File: src/rtl/sn74_tester_pkg.sv
// Shared types, constants and helpers for the sn74-series gate testers.
package sn74_tester_pkg;

  typedef enum logic [1:0] {
    ST_IDLE,
    ST_DRIVE,
    ST_CHECK,
    ST_DONE
  } testerState_e;

  localparam int NUM_PATTERNS       = 16;
  localparam int CHECKS_PER_PATTERN = 2;
  localparam logic [3:0] LAST_PAT   = 4'(NUM_PATTERNS - 1);

  // Ideal response of one 4-input NAND gate.
  function automatic logic nand4(input logic [3:0] x);
    return ~&x;
  endfunction

endpackage

File: src/rtl/sn74_settle_timer.sv
// Loadable down-counter; expire_o pulses for one cycle in the last cycle
// of a loaded count (load N, pulse N cycles after the load edge).
module sn74_settle_timer #(
  parameter int WIDTH = 4
) (
  input  logic             clk,
  input  logic             reset,
  input  logic             load_i,
  input  logic [WIDTH-1:0] load_value_i,
  output logic             expire_o
);

  logic [WIDTH-1:0] count_q, count_d;

  always_comb begin
    count_d = count_q;
    if (load_i) begin
      count_d = load_value_i;
    end else if (count_q != '0) begin
      count_d = count_q - WIDTH'(1);
    end
  end

  always_ff @(posedge clk) begin
    if (reset) begin
      count_q <= '0;
    end else begin
      count_q <= count_d;
    end
  end

  assign expire_o = (count_q == WIDTH'(1));

endmodule

File: src/rtl/sn74_nand4_tester.sv
// Exhaustive tester for a dual 4-input NAND (sn7413-class): gate A walks 0..15, gate B its complement.
// Define SN74_NAND4_TESTER_STOP_ON_FAIL_EN to end a run at the first failing check.
module sn74_nand4_tester
  import sn74_tester_pkg::*;
#(
  parameter int SETTLE_CYCLES = 1,
  parameter int CNT_W         = 6
) (
  input  logic             clk,
  input  logic             reset,
  input  logic             start,
  output logic [3:0]       a_in,
  output logic [3:0]       b_in,
  input  logic             a_y,
  input  logic             b_y,
  output logic             busy,
  output logic             done,
  output logic             pass,
  output logic [CNT_W-1:0] test_count,
  output logic [CNT_W-1:0] error_count,
  output logic             fail_a,
  output logic             fail_b,
  output logic [3:0]       first_fail_pat
);

  testerState_e     state_q, state_d;
  logic [3:0]       pat_q, pat_d;
  logic [CNT_W-1:0] testCount_q, testCount_d;
  logic [CNT_W-1:0] errCount_q, errCount_d;
  logic             failA_q, failA_d, failB_q, failB_d;
  logic             pass_q, pass_d;
  logic [3:0]       firstFail_q, firstFail_d;
  logic             settleDone, loadTimer;
  logic             mismA, mismB, endRun;
  logic [1:0]       mismCount;

  function automatic logic [CNT_W-1:0] satAdd(input logic [CNT_W-1:0] a,
                                              input logic [1:0] inc);
    logic [CNT_W:0] sum;
    sum = {1'b0, a} + {{(CNT_W-1){1'b0}}, inc};
    return sum[CNT_W] ? '1 : sum[CNT_W-1:0];
  endfunction

  // Timer is reloaded on every entry into DRIVE, so it expires in the last settle cycle.
  assign loadTimer = (state_d == ST_DRIVE) && (state_q != ST_DRIVE);

  sn74_settle_timer #(
    .WIDTH(4)
  ) u_settleTimer (
    .clk         (clk),
    .reset       (reset),
    .load_i      (loadTimer),
    .load_value_i(4'(SETTLE_CYCLES)),
    .expire_o    (settleDone)
  );

  // Case inequality so that an undriven or unknown gate output reads as a failure.
  assign mismA     = (a_y !== nand4(pat_q));
  assign mismB     = (b_y !== nand4(~pat_q));
  assign mismCount = {1'b0, mismA} + {1'b0, mismB};

`ifdef SN74_NAND4_TESTER_STOP_ON_FAIL_EN
  assign endRun = (pat_q == LAST_PAT) || mismA || mismB;
`else
  assign endRun = (pat_q == LAST_PAT);
`endif

  always_ff @(posedge clk) begin
    if (reset) begin
      state_q <= ST_IDLE;
    end else begin
      state_q <= state_d;
    end
  end

  always_comb begin
    state_d = state_q;
    unique case (state_q)
      ST_IDLE:  if (start) state_d = ST_DRIVE;
      ST_DRIVE: if (settleDone) state_d = ST_CHECK;
      ST_CHECK: state_d = endRun ? ST_DONE : ST_DRIVE;
      ST_DONE:  state_d = ST_IDLE;
      default:  state_d = ST_IDLE;
    endcase
  end

  always_comb begin
    a_in = '0;
    b_in = '0;
    busy = 1'b0;
    done = 1'b0;
    unique case (state_q)
      ST_IDLE: ;
      ST_DRIVE, ST_CHECK: begin
        a_in = pat_q;
        b_in = ~pat_q;
        busy = 1'b1;
      end
      ST_DONE: begin
        a_in = pat_q;
        b_in = ~pat_q;
        busy = 1'b1;
        done = 1'b1;
      end
      default: ;
    endcase
  end

  // Results are latched at the CHECK->DONE edge so pass is valid alongside the done pulse.
  always_comb begin
    pat_d       = pat_q;
    testCount_d = testCount_q;
    errCount_d  = errCount_q;
    failA_d     = failA_q;
    failB_d     = failB_q;
    firstFail_d = firstFail_q;
    pass_d      = pass_q;
    unique case (state_q)
      ST_IDLE: begin
        if (start) begin
          pat_d       = '0;
          testCount_d = '0;
          errCount_d  = '0;
          failA_d     = 1'b0;
          failB_d     = 1'b0;
          firstFail_d = '0;
          pass_d      = 1'b0;
        end
      end
      ST_CHECK: begin
        testCount_d = satAdd(testCount_q, 2'(CHECKS_PER_PATTERN));
        errCount_d  = satAdd(errCount_q, mismCount);
        failA_d     = failA_q | mismA;
        failB_d     = failB_q | mismB;
        if ((mismA || mismB) && !(failA_q || failB_q)) begin
          firstFail_d = pat_q;
        end
        if (endRun) begin
          pass_d = (errCount_d == '0);
        end else begin
          pat_d = pat_q + 4'd1;
        end
      end
      default: ;
    endcase
  end

  always_ff @(posedge clk) begin
    if (reset) begin
      pat_q       <= '0;
      testCount_q <= '0;
      errCount_q  <= '0;
      failA_q     <= 1'b0;
      failB_q     <= 1'b0;
      firstFail_q <= '0;
      pass_q      <= 1'b0;
    end else begin
      pat_q       <= pat_d;
      testCount_q <= testCount_d;
      errCount_q  <= errCount_d;
      failA_q     <= failA_d;
      failB_q     <= failB_d;
      firstFail_q <= firstFail_d;
      pass_q      <= pass_d;
    end
  end

  assign test_count     = testCount_q;
  assign error_count    = errCount_q;
  assign fail_a         = failA_q;
  assign fail_b         = failB_q;
  assign first_fail_pat = firstFail_q;
  assign pass           = pass_q;

endmodule

File: config.mk
export PLATFORM = sky130hd
export DESIGN_NAME = sn74_nand4_tester
export DESIGN_NICKNAME = d
export VERILOG_FILES = /design/src/rtl/sn74_tester_pkg.sv /design/src/rtl/sn74_settle_timer.sv /design/src/rtl/sn74_nand4_tester.sv
export SDC_FILE = /design/constraint.sdc
export NUM_CORES = 1
export LEC_CHECK = 0
export BUFFER_PORTS_ARGS = -buffer_cell sky130_fd_sc_hd__buf_2
export CAP_MARGIN = 20
export CORE_UTILIZATION = 45
export CTS_CLUSTER_DIAMETER = 50
export DETAILED_ROUTE_END_ITERATION = 16
export PLACE_DENSITY = 0.68
export SLEW_MARGIN = 40
export SYNTH_ARGS = -nofsm -noshare
export SYNTH_HDL_FRONTEND = slang
export SYNTH_SLANG_ARGS = --single-unit
File: constraint.sdc
create_clock -name clk -period 7.3 [get_ports clk]
set_clock_uncertainty 0.05 [all_clocks]
set_input_delay 1.095 -clock clk [delete_from_list [all_inputs] [get_ports clk]]
set_output_delay 1.095 -clock clk [all_outputs]
set_load 0.005 [all_outputs]
==> results of run 1 <==
==> layout by cell type, fill, tap and decap left out, drive strengths merged, types with 6 or more instances in the layout <==
cell    Yosys  routed
ha          7       7
nor2       21      21
nand4       6       6
nor3        9       9
nand3       6       6
inv         9       9
nor2b       6       6
clkbuf      5       7
nand2      20      20
a21oi      26      26
o21ai       8       8
buf         7      33
dfxtp      29      29
==> sequential cells by signal, indices dropped and copies added (netlist names) <==
signal                 cells
fail_b                     1
state_q                    2
u_settleTimer.count_q      4
error_count                6
test_count                 6
pass                       1
pat_q                      4
fail_a                     1
first_fail_pat             4
==> through the flow <==
stage,utilization,hold WS [ns]
global route,0.554,0.423
floorplan,-,0.403
detailed placement,0.529,0.398
finish,0.554,0.406
CTS,0.554,0.409
global placement,0.528,0.397
==> cell families (layout without fill, tap and decap cells) <==
kind of cell	after synthesis	in the layout
DFF	29	29
buffers and inverters	21	49
muxes	4	4
and+or+nand+nor	82	82
adders and majority gates	8	8
AOI/OAI and AO/OA	54	54
xor gates and xnor gates	6	6
==> layout make-up <==
class / count / area [um2] / area share
Inverter: 9 / 33.8 / 0.0177
Sequential cell: 29 / 581 / 0.305
Clock buffer: 7 / 86.3 / 0.0453
Tap cell: 46 / 57.6 / 0.0302
Multi-Input combinational cell: 154 / 982 / 0.515
Timing Repair Buffer: 33 / 165 / 0.0867
==> critical path, cell delays in order, from the launching register on <==
cell	delay, ns
dfxtp_1	0.43
nor2_1	0.58
inv_1	0.14
buf_2	0.16
==> final timing paths <==
kind | to | depth (start not counted) | slack, ns | startpoint
max reg2reg | pass$_SDFFE_PP0P_ | 9 | 4.65 | pat_q[0]$_SDFFE_PP0P_
max | busy | 3 | 4.56 | state_q[1]$_SDFF_PP0_
min reg2reg | first_fail_pat[3]$_SDFFE_PP0P_ | 2 | 0.41 | first_fail_pat[3]$_SDFFE_PP0P_
min | first_fail_pat[3]$_SDFFE_PP0P_ | 2 | 0.41 | first_fail_pat[3]$_SDFFE_PP0P_
==> layer usage <==
metal  track usage  vias to the layer above
li1              -                      774
met1         0.233                      696
met2         0.304                       33
met3        0.0675                        5
met4        0.0814                        0
met5             0                        -
==> power by group <==
group          switching (mW)  leakage (nW)  total, mW  internal [mW]
clock                  0.0589        0.0443      0.134         0.0746
combinational          0.0676         0.542      0.122         0.0543
sequential             0.0174         0.235      0.190          0.172
==> results.ini, run 1 <==
[outcome]
status=finished, final reports clean

[floorplan]
start_util=0.484
core_area_mm2=0.00344
die_area_mm2=0.00395
die_x_um=62.9
die_height_um=62.9
rows=21
io_pins=34

[power_and_ir_drop]
pwr_density_cell_mw_per_mm2=234
finalPower_mw=0.445
vdd_ir_drop_max_mv=0.125
total_leakage_power_nw=0.822

[clock_network]
clk_pin_slew_ns=0.06
post_cts_resized=0
cts_root_buf=clkbuf_8
postCtsSetupRepairBufs=0
numCtsBuffers=5
clk_latency_ns=0.28
cts.path.max_buffers=2
cts_hold_buf=0
cts_tree=done
clock_sinks=29
h-tree-depth=2

[synthesis]
yosys.area_share.simple=0.248
synth_mux_area_frac=0.0248
synth_ff_type=dfxtp_1
synth-edff-count=0
synth-seq-cells=29
synth-compound-area-share=0.219
post_synth.cell_area_avg_um2=8.17
netlist_area_mm2=0.00167
synth_area_leaders=dfxtp_1, a21oi_1, ha_1
ys_types=43
syn_nets=217
synth-seq-area-share=0.348
yosys-top-cells-count=dfxtp_1, a21oi_1, nor2_1
synth_cells=204
async_reset_ff_frac=0
yosys.area.top_type_share=0.348
yosysMostFrequentCell=dfxtp_1
synth-xor-area-share=0.0315
synth_fa_ha_area_frac=0.0646
ys_warn_count=0
synth_top_family_by_area=simple AND/OR/NAND/NOR gates
synth_top_cell_by_area=dfxtp_1

[place]
globalplace.congestion=0.840
dpl.hpwl_um=2500
dp.cells=271
dp_slack_ns=4.49
placed_cell_area_mm2=0.00182
portBuffers=33

[sta]
fin_crit_ns=2.74
grt_setup_unrepaired=false
fin_crit_sh=0.375
slew_headroom=0.558
setup_ws_ns=4.56
worst_pin_slew_ns=0.661
clock.fmax_mhz=365
finalSetupViolCount=0
tns_ns=0
report.final.slew_viol_count=0
finalHoldViolations=0

[routing]
wl_met3_um=164
drt_pass1_iterations=4
topRoutingLayerUsed=met4
routedLengthMet1_um=1680
drtIter0Drc=55
drt-total-wl_um=3450
remaining_drc_errors=0
wl_met2_um=1560
wl_per_cell_um=12.4
antenna_left=0
num_vias=1508
routed_via_density=5.42

[final_layout]
area_growth_syn_to_layout_pct=14.3
fillCellCount=340
layout-drive-gt1-share=0.207
num_antenna_cells=0
nets=245
final_area_mm2=0.00191
final_cells=278

[global_route]
grt_overflow=0
grt_pass1_vias=1341
grt_antenna_before_repair=0
grt_max_degree=25
grt_pass1_wl_um=5920
grt_usage=0.192

[worst_setup_path]
path_class=reg2out
crit_required_ns=6.15
cp-end-kind=primary output
startpoint_type=flip-flop
worst-path-max-fanout=13
worstPathArrival_ns=1.59

[flow_run]
maxCapViolations=0

[min_path]
timing.hold.worst.class=reg2reg

No activity file was read; power rests on OpenSTA's default activity.
==> inputs of run 2 (changes only) <==
clock period = 2.55 ns   (was 7.3 ns; I/O delays follow)
==> results.ini, run 2 (synthesis gave the netlist of run 1 again) <==
[floorplan]
rows=21  ; unchanged
start_util=0.484  ; unchanged
io_pins=34  ; unchanged
die_height_um=62.9  ; unchanged
core_area_mm2=0.00344  ; unchanged
die_x_um=62.9  ; unchanged
die_area_mm2=0.00395  ; unchanged

[global_route]
grt_max_degree=25  ; unchanged
grt_pass1_vias=1415  ; +5.5%
grt_usage=0.201  ; +0.00955
grt_antenna_before_repair=0  ; unchanged
grt_pass1_wl_um=6370  ; +7.6%
grt_overflow=0  ; unchanged

[min_path]
holdPathStages=2  ; unchanged
hp-start=first_fail_pat[3]$_SDFFE_PP0P_
hold_path_end=first_fail_pat[3]$_SDFFE_PP0P_
timing.hold.worst.class=reg2reg

[clock_network]
cts_tree=done
cts.path.max_buffers=2  ; unchanged
clk_latency_ns=0.28  ; about the same
h-tree-depth=2  ; unchanged
clk_pin_slew_ns=0.06  ; about the same
clock_sinks=29  ; unchanged
numCtsBuffers=5  ; unchanged
cts_hold_buf=0  ; unchanged
cts_root_buf=clkbuf_8

[worst_setup_path]
cp-end-kind=flip-flop
crit_chain=inv_1 > ha_1 > nor3b_2 > xnor2_1 > fa_1 > ha_1 > or3_1 > o21a_1 > o32ai_1
startpoint_type=flip-flop
timing.rr.end=pass$_SDFFE_PP0P_
slowest_stage=fa_1
r2r_slack_ns=0.20  ; -4.45 ns
slowest_delay_ns=0.42  ; -0.16 ns
cp_common_cell=ha_1
worstPathArrival_ns=2.50  ; +0.91 ns
reg2regPathDepth=9  ; unchanged
path_class=reg2reg
worst-path-max-fanout=7  ; -6
reg2reg_from=pat_q[0]$_SDFFE_PP0P_
crit_required_ns=2.70  ; -3.45 ns

[routing]
drt_pass1_iterations=4  ; unchanged
drt-total-wl_um=3630  ; +5.2%
drtIter0Drc=63  ; +15%
routed_via_density=5.36  ; -1.1%
num_vias=1518  ; +0.66%
wl_per_cell_um=12.8  ; +3.3%
antenna_left=0  ; unchanged
remaining_drc_errors=0  ; unchanged

[sta]
clock.fmax_mhz=425
finalSetupViolCount=0  ; unchanged
whs_ns=0.409  ; +0.00274 ns
slew_headroom=0.555  ; -0.00325
report.final.slew_viol_count=0  ; unchanged
tns_ns=0  ; unchanged
finalHoldViolations=0  ; unchanged
fin_crit_ns=2.35
grt_setup_unrepaired=false
worst_pin_slew_ns=0.666  ; +0.00486 ns
fin_crit_sh=0.923

[place]
dp.cells=275  ; +1.5%
portBuffers=33  ; unchanged
globalplace.congestion=0.822  ; -2.2%
dpl.hpwl_um=2570  ; +2.5%

[final_layout]
layout-drive-gt1-share=0.236  ; +0.0294
nets=249  ; +1.6%
finalCoreUtilization=0.563  ; +0.00945
num_antenna_cells=0  ; unchanged
area_growth_syn_to_layout_pct=16.3
final_common_cell=buf_2
fillCellCount=326  ; -4.1%
final_cell_mix=buf_2, a21oi_1, dfxtp_1, nor2_1, nand2_1
final_cells=283  ; +1.8%

[power_and_ir_drop]
pwr_density_cell_mw_per_mm2=653  ; +180%
total_leakage_power_nw=0.847  ; +3.1%
finalPower_mw=1.27  ; +180%
vdd_ir_drop_max_mv=0.297  ; +140%

[flow_run]
maxCapViolations=0  ; unchanged

[outcome]
status=finished, final reports clean

[run 2: cell types whose count changed in the layout (fill, tap and decap cells not counted), sizes merged]
cell    delta
buf        +4
clkinv     +2
clkbuf     -1
[run 2: layout make-up]
class / instances / area, um2 / area share
Clock buffer: 6 / 72.6 / 0.0374
Inverter: 9 / 33.8 / 0.0174
Timing Repair Buffer: 37 / 195 / 0.101
Tap cell: 46 / 57.6 / 0.0297
Multi-Input combinational cell: 154 / 985 / 0.508
Clock inverter: 2 / 10.0 / 0.00516
Sequential cell: 29 / 584 / 0.301
[run 2: power by group]
part / switching [mW] / internal [mW] / leakage, nW
combinational: 0.200 / 0.160 / 0.565
sequential: 0.0497 / 0.493 / 0.236
clock: 0.175 / 0.189 / 0.0450
[run 2: routing by layer]
metal	part of all wire	wire [um]	global-route usage	vias up
met3	0.045	163	0.0474	6
met5	0	0	0	-
li1	-	-	-	785
met4	0.016	59	0.0785	0
met2	0.46	1670	0.318	30
met1	0.48	1740	0.263	697
[run 2: worst max-delay path: cells and delay by family, from the launching register on]
| family | cells | cell delay, ns |
|---|---|---|
| XOR/XNOR | 1 | 0.17 |
| AO/OA/AOI/OAI | 2 | 0.21 |
| flip-flops | 1 | 0.37 |
| adder cells (fa/ha/maj) | 3 | 0.90 |
| buffers and inverters | 1 | 0.07 |
| AND/OR/NAND/NOR | 2 | 0.49 |
[run 2: repair_timing]
action / CTS / global route
setup buffers: 0 / 0
endpoints found under the setup margin: 0 / 4
resized for setup: 0 / 4
[run 2: how the worst max path moves through the flow]
stage                     startpoint                 to  slack (ns)  cells past startpoint
2_1_floorplan  pat_q[0]$_SDFFE_PP0P_  pass$_SDFFE_PP0P_        0.12                      9
3_3_place_gp   pat_q[0]$_SDFFE_PP0P_  pass$_SDFFE_PP0P_        0.15                      9
3_5_place_dp   pat_q[0]$_SDFFE_PP0P_  pass$_SDFFE_PP0P_        0.11                      9
4_1_cts        pat_q[0]$_SDFFE_PP0P_  pass$_SDFFE_PP0P_        0.08                      9
5_1_grt        pat_q[0]$_SDFFE_PP0P_  pass$_SDFFE_PP0P_        0.01                      9
6_report       pat_q[0]$_SDFFE_PP0P_  pass$_SDFFE_PP0P_        0.20                      9
[run 2: stage by stage]
stage               area [um2]  worst slack, ns
floorplan                 1670            0.120
global placement          1850            0.146
detailed placement        1850            0.107
CTS                       1930           0.0849
global route              1940           0.0110
finish                    1940            0.196
